## src/rtl/if_id_fetch_queue.sv

```systemverilog
`default_nettype none
// ============================================================================
// Module   : if_id_fetch_queue
// Brief    : DEPTH-entry {PC, instruction} FIFO between fetch and decode with
//            valid/ready handshakes on both sides. A taken branch/jump
//            (PCSrc) flushes every entry. Empty/flushed queue presents NOP.
// Option   : IF_ID_FETCHQ_BYPASS_EN - when defined, an offer arriving at an
//            empty queue is presented to decode in the same cycle.
// Revision : 1.0 - initial release
// ============================================================================
module if_id_fetch_queue #(
  parameter int              XLEN      = 32,
  parameter int              DEPTH     = 4,
  parameter logic [XLEN-1:0] NOP_INSTR = 32'h00000013
) (
  input  logic                       clk,
  input  logic                       reset,
  input  logic                       PCSrc,
  input  logic                       IF_valid,
  output logic                       IF_ready,
  input  logic [XLEN-1:0]            PC_IF,
  input  logic [XLEN-1:0]            INSTRUCTION_IF,
  input  logic                       ID_ready,
  output logic                       ID_valid,
  output logic [XLEN-1:0]            PC_ID,
  output logic [XLEN-1:0]            INSTRUCTION_ID,
  output logic [$clog2(DEPTH):0]     LEVEL
);

  localparam int              AW         = $clog2(DEPTH);
  localparam int              LW         = AW + 1;
  localparam logic [LW-1:0]   FULL_LEVEL = LW'(DEPTH);

  // Each entry holds {PC, instruction}
  logic [2*XLEN-1:0] mem [DEPTH];
  logic [AW-1:0]     rd_ptr;
  logic [AW-1:0]     wr_ptr;
  logic [LW-1:0]     level;

  logic empty;
  logic bypass_hit;
  logic push_en;
  logic pop_en;

  assign empty    = (level == '0);
  assign IF_ready = (level != FULL_LEVEL);
  assign LEVEL    = level;

`ifdef IF_ID_FETCHQ_BYPASS_EN
  // Offer goes straight to decode while the queue is empty (held off in reset)
  assign bypass_hit = reset & empty & IF_valid & ~PCSrc;
`else
  assign bypass_hit = 1'b0;
`endif

  // A bypassed offer that decode takes immediately is never stored
  assign push_en = IF_valid & IF_ready & ~PCSrc & ~(bypass_hit & ID_ready);
  // Only stored entries are popped; a bypassed entry never touches rd_ptr
  assign pop_en  = ~empty & ID_ready & ~PCSrc;

  // Head-entry presentation: stored head, bypassed offer, or NOP when idle
  always_comb begin
    ID_valid       = ~empty | bypass_hit;
    PC_ID          = '0;
    INSTRUCTION_ID = NOP_INSTR;
    if (!empty) begin
      PC_ID          = mem[rd_ptr][2*XLEN-1:XLEN];
      INSTRUCTION_ID = mem[rd_ptr][XLEN-1:0];
    end else if (bypass_hit) begin
      PC_ID          = PC_IF;
      INSTRUCTION_ID = INSTRUCTION_IF;
    end
  end

  // Entry storage; contents are don't-care until written, so no reset
  always_ff @(posedge clk) begin
    if (push_en) begin
      mem[wr_ptr] <= {PC_IF, INSTRUCTION_IF};
    end
  end

  // Pointers and occupancy; flush outranks any push or pop in the same cycle
  always_ff @(posedge clk or negedge reset) begin
    if (!reset) begin
      rd_ptr <= '0;
      wr_ptr <= '0;
      level  <= '0;
    end else if (PCSrc) begin
      rd_ptr <= '0;
      wr_ptr <= '0;
      level  <= '0;
    end else begin
      if (push_en) begin
        wr_ptr <= wr_ptr + AW'(1);
      end
      if (pop_en) begin
        rd_ptr <= rd_ptr + AW'(1);
      end
      case ({push_en, pop_en})
        2'b10:   level <= level + LW'(1);
        2'b01:   level <= level - LW'(1);
        default: level <= level;
      endcase
    end
  end

endmodule
`default_nettype wire
```

## config.mk

```make
export PLATFORM = sky130hd
export DESIGN_NAME = if_id_fetch_queue
export DESIGN_NICKNAME = d
export VERILOG_FILES = /design/src/rtl/if_id_fetch_queue.sv
export SDC_FILE = /design/constraint.sdc
export NUM_CORES = 1
export LEC_CHECK = 0
export BUFFER_PORTS_ARGS = -buffer_cell sky130_fd_sc_hd__buf_2
export CORE_MARGIN = 1
export CORE_UTILIZATION = 59
export CTS_BUF_LIST = sky130_fd_sc_hd__clkbuf_8
export CTS_CLUSTER_SIZE = 20
export DETAILED_ROUTE_END_ITERATION = 10
export PLACE_DENSITY = 0.81
export SYNTH_ARGS = -nofsm -noshare
export SYNTH_HDL_FRONTEND = slang
export SYNTH_SLANG_ARGS = --single-unit
```

## constraint.sdc

```tcl
create_clock -name clk -period 4 [get_ports clk]
set_input_delay 0.8 -clock clk [delete_from_list [all_inputs] [get_ports clk]]
set_output_delay 0.8 -clock clk [all_outputs]
set_load 0.1 [all_outputs]
```

Word-level counts from Yosys, hierarchy flattened
Memories as Yosys holds them, arrays and structs flattened.
Cells that the tools add are included.
{ "word_totals": {"reg_bits": 7, "latch_bits": 0, "mem_bits_rw": 256, "rom_bits": 0, "inputBits": 69, "out_inout_bits": 69, "wordCells": 31, "mem_count": 1} }
{ "memory_table": {"columns": ["memory", "words", "width", "read_ports", "rd_clocked_by_memory_dff", "write_ports", "line", "text"], "rows": [
  ["mem", 4, 64, 1, 0, 1, "35", "logic [2*XLEN-1:0] mem [DEPTH];"]
]} }
{ "op_classes": {"add_sub_neg": 4, "n_mul": 0, "n_div": 0, "order_cmp": 0, "eq_ne": 3, "shift": 0, "mux": 10, "bitwise": 6, "reduce_logical": 4} }
{ "ops": {"columns": ["operator", "count"], "rows": [
  ["32-bit 2-to-1 mux", 2],
  ["2-bit 2-to-1 mux", 4],
  ["3-bit one-hot mux with 2 select lines", 1],
  ["2-bit by 1-bit adder with 2-bit output, second input constant", 2],
  ["1-bit AND", 4],
  ["2-bit nonzero test", 2],
  ["3-bit by 1-bit adder with 3-bit output, second input constant", 1],
  ["3-bit zero test", 1],
  ["3-bit 2-to-1 mux", 1],
  ["3-bit inequality test, second input constant", 1],
  ["3-bit nonzero test", 1],
  ["3-bit by 1-bit subtractor with 3-bit output, second input constant", 1],
  ["2-bit by 1-bit == test with 1-bit output, second input constant", 1],
  ["2-bit == test, second input constant", 1],
  ["1-bit 2-to-1 mux", 2],
  ["1-bit inverter", 2]
]} }

Logic depth before layout (Yosys ltp)
{ "logic_depth": {"ltp_word": 7, "ltp_mapped": 9, "depth_no_buf": 8} }

Worst setup path after synthesis
No wires, ideal clock.
{ "synth_timing": {"path_type": "flip-flop to output port", "from": "register level[0], in the netlist LEVEL[0]", "to": "output port INSTRUCTION_ID[22]", "arrival_time_ns": 3.349, "t_required_ns": 3.200, "setup_slack_ns": -0.149, "path_stages_with_launch": 6, "path_buffers": 2, "path_cell_list": "dfrtp_1 -> buf_2 -> nor3_4 -> inv_2 -> clkbuf_1 -> and2_1"} }
{ "synth_via": {"elab_chain_cells": 2} }
{ "synth_lines": {"columns": ["element", "line", "text"], "rows": [
  ["start, declared", "38", "logic [LW-1:0] level;"],
  ["start signal, assigned", "100", "2'b10: level <= level + LW'(1);"],
  ["start signal, assigned", "101", "2'b01: level <= level - LW'(1);"],
  ["start signal, assigned", "102", "default: level <= level;"],
  ["3-bit zero test", "45", "assign empty = (level == '0);"],
  ["32-bit 2-to-1 mux", "66", "if (!empty) begin"],
  ["end, declared", "26", "output logic [XLEN-1:0] INSTRUCTION_ID,"]
]} }
Every way passes these cells.

Worst setup path after layout
{ "layout_timing": {"from": "register rd_ptr[1]", "to": "output port PC_ID[6]"} }
{ "layout_via": {"elab_chain_cells": 2} }
{ "layout_lines": {"columns": ["element", "line", "text"], "rows": [
  ["start, declared", "36", "logic [AW-1:0] rd_ptr;"],
  ["start signal, assigned", "97", "rd_ptr <= rd_ptr + AW'(1);"],
  ["memory read 4 x 64 bit", null, null],
  ["32-bit 2-to-1 mux", "66", null],
  ["end, declared", "25", "output logic [XLEN-1:0] PC_ID,"]
]} }
Every way passes these cells.

==> impl_summary.md <==
Outcome
The run finished with clean final reports.

Die
Pin placement for this block handled around 140 I/O pins. The number of standard-cell rows in the floorplan is between 40 and 50. The die width is around 130 µm. The initial cell density of the core is roughly three fifths. Measured along the y axis, the die boundary spans 134 µm. The area inside the core boundary is 16800 µm². The die covers 17800 µm².

Synthesis
Each instance of the synthesized netlist takes up on average roughly 22 µm². Yosys printed 0 warnings. In this run, synthesis inferred ~260 flip-flops with an integrated enable. For this run, the leading register cell type out of synthesis is sky130_fd_sc_hd__edfxtp_1.

In this run, synthesis produced a sequential element count of 263. The synthesized netlist contains 35 unique library cells. Counting flops with an async set or reset pin after synthesis yields a share of roughly 2.7%. The instance count of the mapped netlist is ~470. Sequential elements use roughly 77% of the synthesized area. The synthesized netlist net count is 543. The netlist area before placement is ~10000 µm².

Timing
In the final timing run, aggregate negative setup slack is 0 ps. The worst pin sits at a relative slew slack of about 33%. Clock skew on the completed layout was measured at ~12 ps. The final critical-path required period is roughly 3400 ps.

The final count of hold timing violations was 0. The final cycle utilization of the critical path is 84.2%. For the pin with the worst max-slew slack, the measured transition is slightly above 1000 ps.

Setup repair after global routing left no endpoint under its margin. The final setup violation count is 0. The top achievable clock speed is slightly below 300 MHz.

The number of max-slew violations in the final report was 0.

Global route
Global routing used between 20% and 30% of the available tracks across all layers. The first global-routing pass estimated 29.7 mm of wire. The via count of the first global-routing pass is approximately 5.5k. The met3 track utilization from global routing is 5.40%. The number of antenna violations at the first check in global routing is 1.

The pin count of the biggest net entering global routing is between 60 and 70. The global routing stage identified its most utilized layer as met2. For met1 alone, demand over resource in global routing was 28.7%. The met2 routing resource usage after global routing is 37.6%. The total overflow left after global routing is 0.

Setup path
The maximum fanout count along the critical path is 36. The worst reg-to-reg path cell count is 8. The endpoint required time on the critical path is about 3200 ps. The end of the worst register-to-register path is LEVEL[2].

The category of the worst setup path capture point is an output pin. The critical path in this run is classified as flop to output pin. The arrival time at the worst endpoint is approximately 2600 ps. Counting both buffers and inverters, the worst setup path holds a total of 2. The setup slack on the worst flop-to-flop path is roughly 1100 ps. The worst register-to-register path begins at LEVEL[0].

The signal on the critical path passes through buf_12 > mux4_2 > and2_1 > buf_2. The critical path's slowest cell is sky130_fd_sc_hd__dfrtp_2. The critical path launch point type is a flop. Broken down by cell family, the worst path's largest delay share belongs to flip-flops. For this run, the slowest stage of the critical path takes between 800 and 900 ps.

Routing
Summed over all layers, the routed wires come to about 19 mm. In the final routed layout, each cell accounts on average for around 21 µm. The post-route antenna net violation count is 0. After detailed routing, the number of vias per cell comes to between 5 and 6.

For this block, the initial DRC count from the detailed router was ~430. After detailed routing, the number of remaining DRC violations is 0. The first detailed-routing pass took 4 iterations.

The detailed router placed about 5.0k vias in this run.

Cells and area
In the final layout, the share of cells above drive strength 1 is about two fifths. The repair_antennas step left the layout with diodes totalling 0. The most common library cell in the layout ignoring fill and taps is sky130_fd_sc_hd__edfxtp_1. The growth of design area from synthesis to finish is 15.5%.

For this run, the post-layout net count is roughly 700. In the layout the commonest cells are 256 x sky130_fd_sc_hd__edfxtp_1, 137 x sky130_fd_sc_hd__buf_2, 64 x sky130_fd_sc_hd__mux4_2.

Power and ir drop
Overall power consumption after layout is estimated at 0.00816 W. The analysis attributes to cell leakage a power of just over 4 nW. The largest voltage drop on the vdd net is between 0.4 and 0.5 mV. The power density over the cells is approximately 700 nW/µm².

Clock tree
The number of gates resized after CTS was 0. The clock drives between 200 and 300 sinks. The CTS buffer count is 40.

The CTS tree is yes. The register clock-pin slew on the reported worst setup and hold paths is around 60 ps. The buffers inserted during post-CTS setup optimization is 0. The number of hold buffers added after CTS was 0. In this run the number of H-tree levels came out at 2.

The number of buffers on the longest clock path is 3. The root buffer cell chosen for the clock tree is sky130_fd_sc_hd__clkbuf_8. The latest clock arrival within the worst-skew pair is 520 ps.

Placed design
During placement, the flow inserted port buffers numbering between 100 and 150. The wire-length estimate of the detail-placed layout is between 10 and 15 mm. The last weighted congestion value of the routability-driven placer is 0.757.

Worst hold path
The path class of the lowest-slack min-delay path is input port to asynchronous set/reset pin.

Flow run
Max-cap violations in this run came to 0.
-- synth_stat cells, types with 2 or more instances --
cell type | n | area [µm²]
sky130_fd_sc_hd__a2111oi_0 | 2 | 17.5
sky130_fd_sc_hd__a21oi_1 | 3 | 15.0
sky130_fd_sc_hd__and2_1 | 61 | 382
sky130_fd_sc_hd__and3_1 | 4 | 25.0
sky130_fd_sc_hd__buf_2 | 11 | 55.1
sky130_fd_sc_hd__buf_6 | 4 | 45.0
sky130_fd_sc_hd__clkbuf_1 | 8 | 30.0
sky130_fd_sc_hd__dfrtp_1 | 7 | 175
sky130_fd_sc_hd__edfxtp_1 | 256 | 7690
sky130_fd_sc_hd__ha_1 | 4 | 50.1
sky130_fd_sc_hd__inv_1 | 3 | 11.3
sky130_fd_sc_hd__inv_2 | 2 | 7.51
sky130_fd_sc_hd__mux4_2 | 64 | 1440
sky130_fd_sc_hd__nand2_1 | 6 | 22.5
sky130_fd_sc_hd__nand3_1 | 3 | 15.0
sky130_fd_sc_hd__nor2_1 | 6 | 22.5
sky130_fd_sc_hd__nor2b_1 | 2 | 12.5
sky130_fd_sc_hd__nor3_1 | 2 | 10.0
sky130_fd_sc_hd__or2_2 | 3 | 18.8
sky130_fd_sc_hd__xor2_1 | 3 | 26.3
-- metrics by stage --
stage / area, µm² / hold WS, ps / util (%) / setup slack, ps / cells
after floorplan: 10200 / 504 / - / 58.4 / 469
after global placement: 11100 / 553 / 66.4 / 1150 / 807
after detailed placement: 11100 / 581 / 66.4 / 1160 / 807
after CTS: 11800 / 84.8 / 70.4 / 580 / 871
after global routing: 11800 / 102 / 70.4 / 480 / 871
final: 11800 / 109 / 70.4 / 632 / 871
-- worst max path at each step --
stage          slack, ps  cells past startpoint       from   endpoint
6_report             630                      4  rd_ptr[1]   PC_ID[6]
5_1_grt              480                      5   LEVEL[0]   PC_ID[6]
4_1_cts              580                      4  rd_ptr[1]   PC_ID[6]
3_5_place_dp        1160                      4  rd_ptr[1]   PC_ID[6]
3_3_place_gp        1150                      4  rd_ptr[1]   PC_ID[6]
2_1_floorplan         60                      4   LEVEL[0]  mem[0][0]
-- state kept, by name, indices dropped and copies added, names as in the netlist --
| register | count |
|---|---|
| mem | 256 |
| LEVEL | 3 |
| rd_ptr | 2 |
| wr_ptr | 2 |
-- cells by family (layout without fill, tap and decap cells) --
logic type,Yosys count,in the layout,share of synthesized area (%)
AOI/OAI and AO/OA,10,10,0.711
xor gates and xnor gates,4,4,0.343
adders and majority gates,5,5,0.686
buffers and inverters,29,211,1.53
DFF,263,263,77.0
muxes,65,65,14.2
and+or+nand+nor,93,93,5.51
-- metal layers --
metal,share of wire [%],vias to the layer above,wire [µm]
li1,-,2219,-
met1,40,2566,7560
met2,53,143,9870
met3,5.4,27,1010
met4,1.3,2,241
met5,0.070,-,13
-- cell type report --
cell class | count | area [µm²]
clock inverter | 21 | 85.1
tap | 220 | 275
sequential | 263 | 7870
multi-input combinational | 177 | 2210
inverter | 5 | 18.8
clock buffer | 43 | 592
fill | 1058 | 4960
timing repair buffer | 142 | 748
-- power by group --
group	internal [W]	total, W	switching [W]	leakage [nW]
sequential	0.00316	0.00324	0.0000789	2.41
combinational	0.000641	0.00302	0.00238	1.29
clock	0.000978	0.00191	0.000927	0.400
Power figures use the tool's default switching activity.
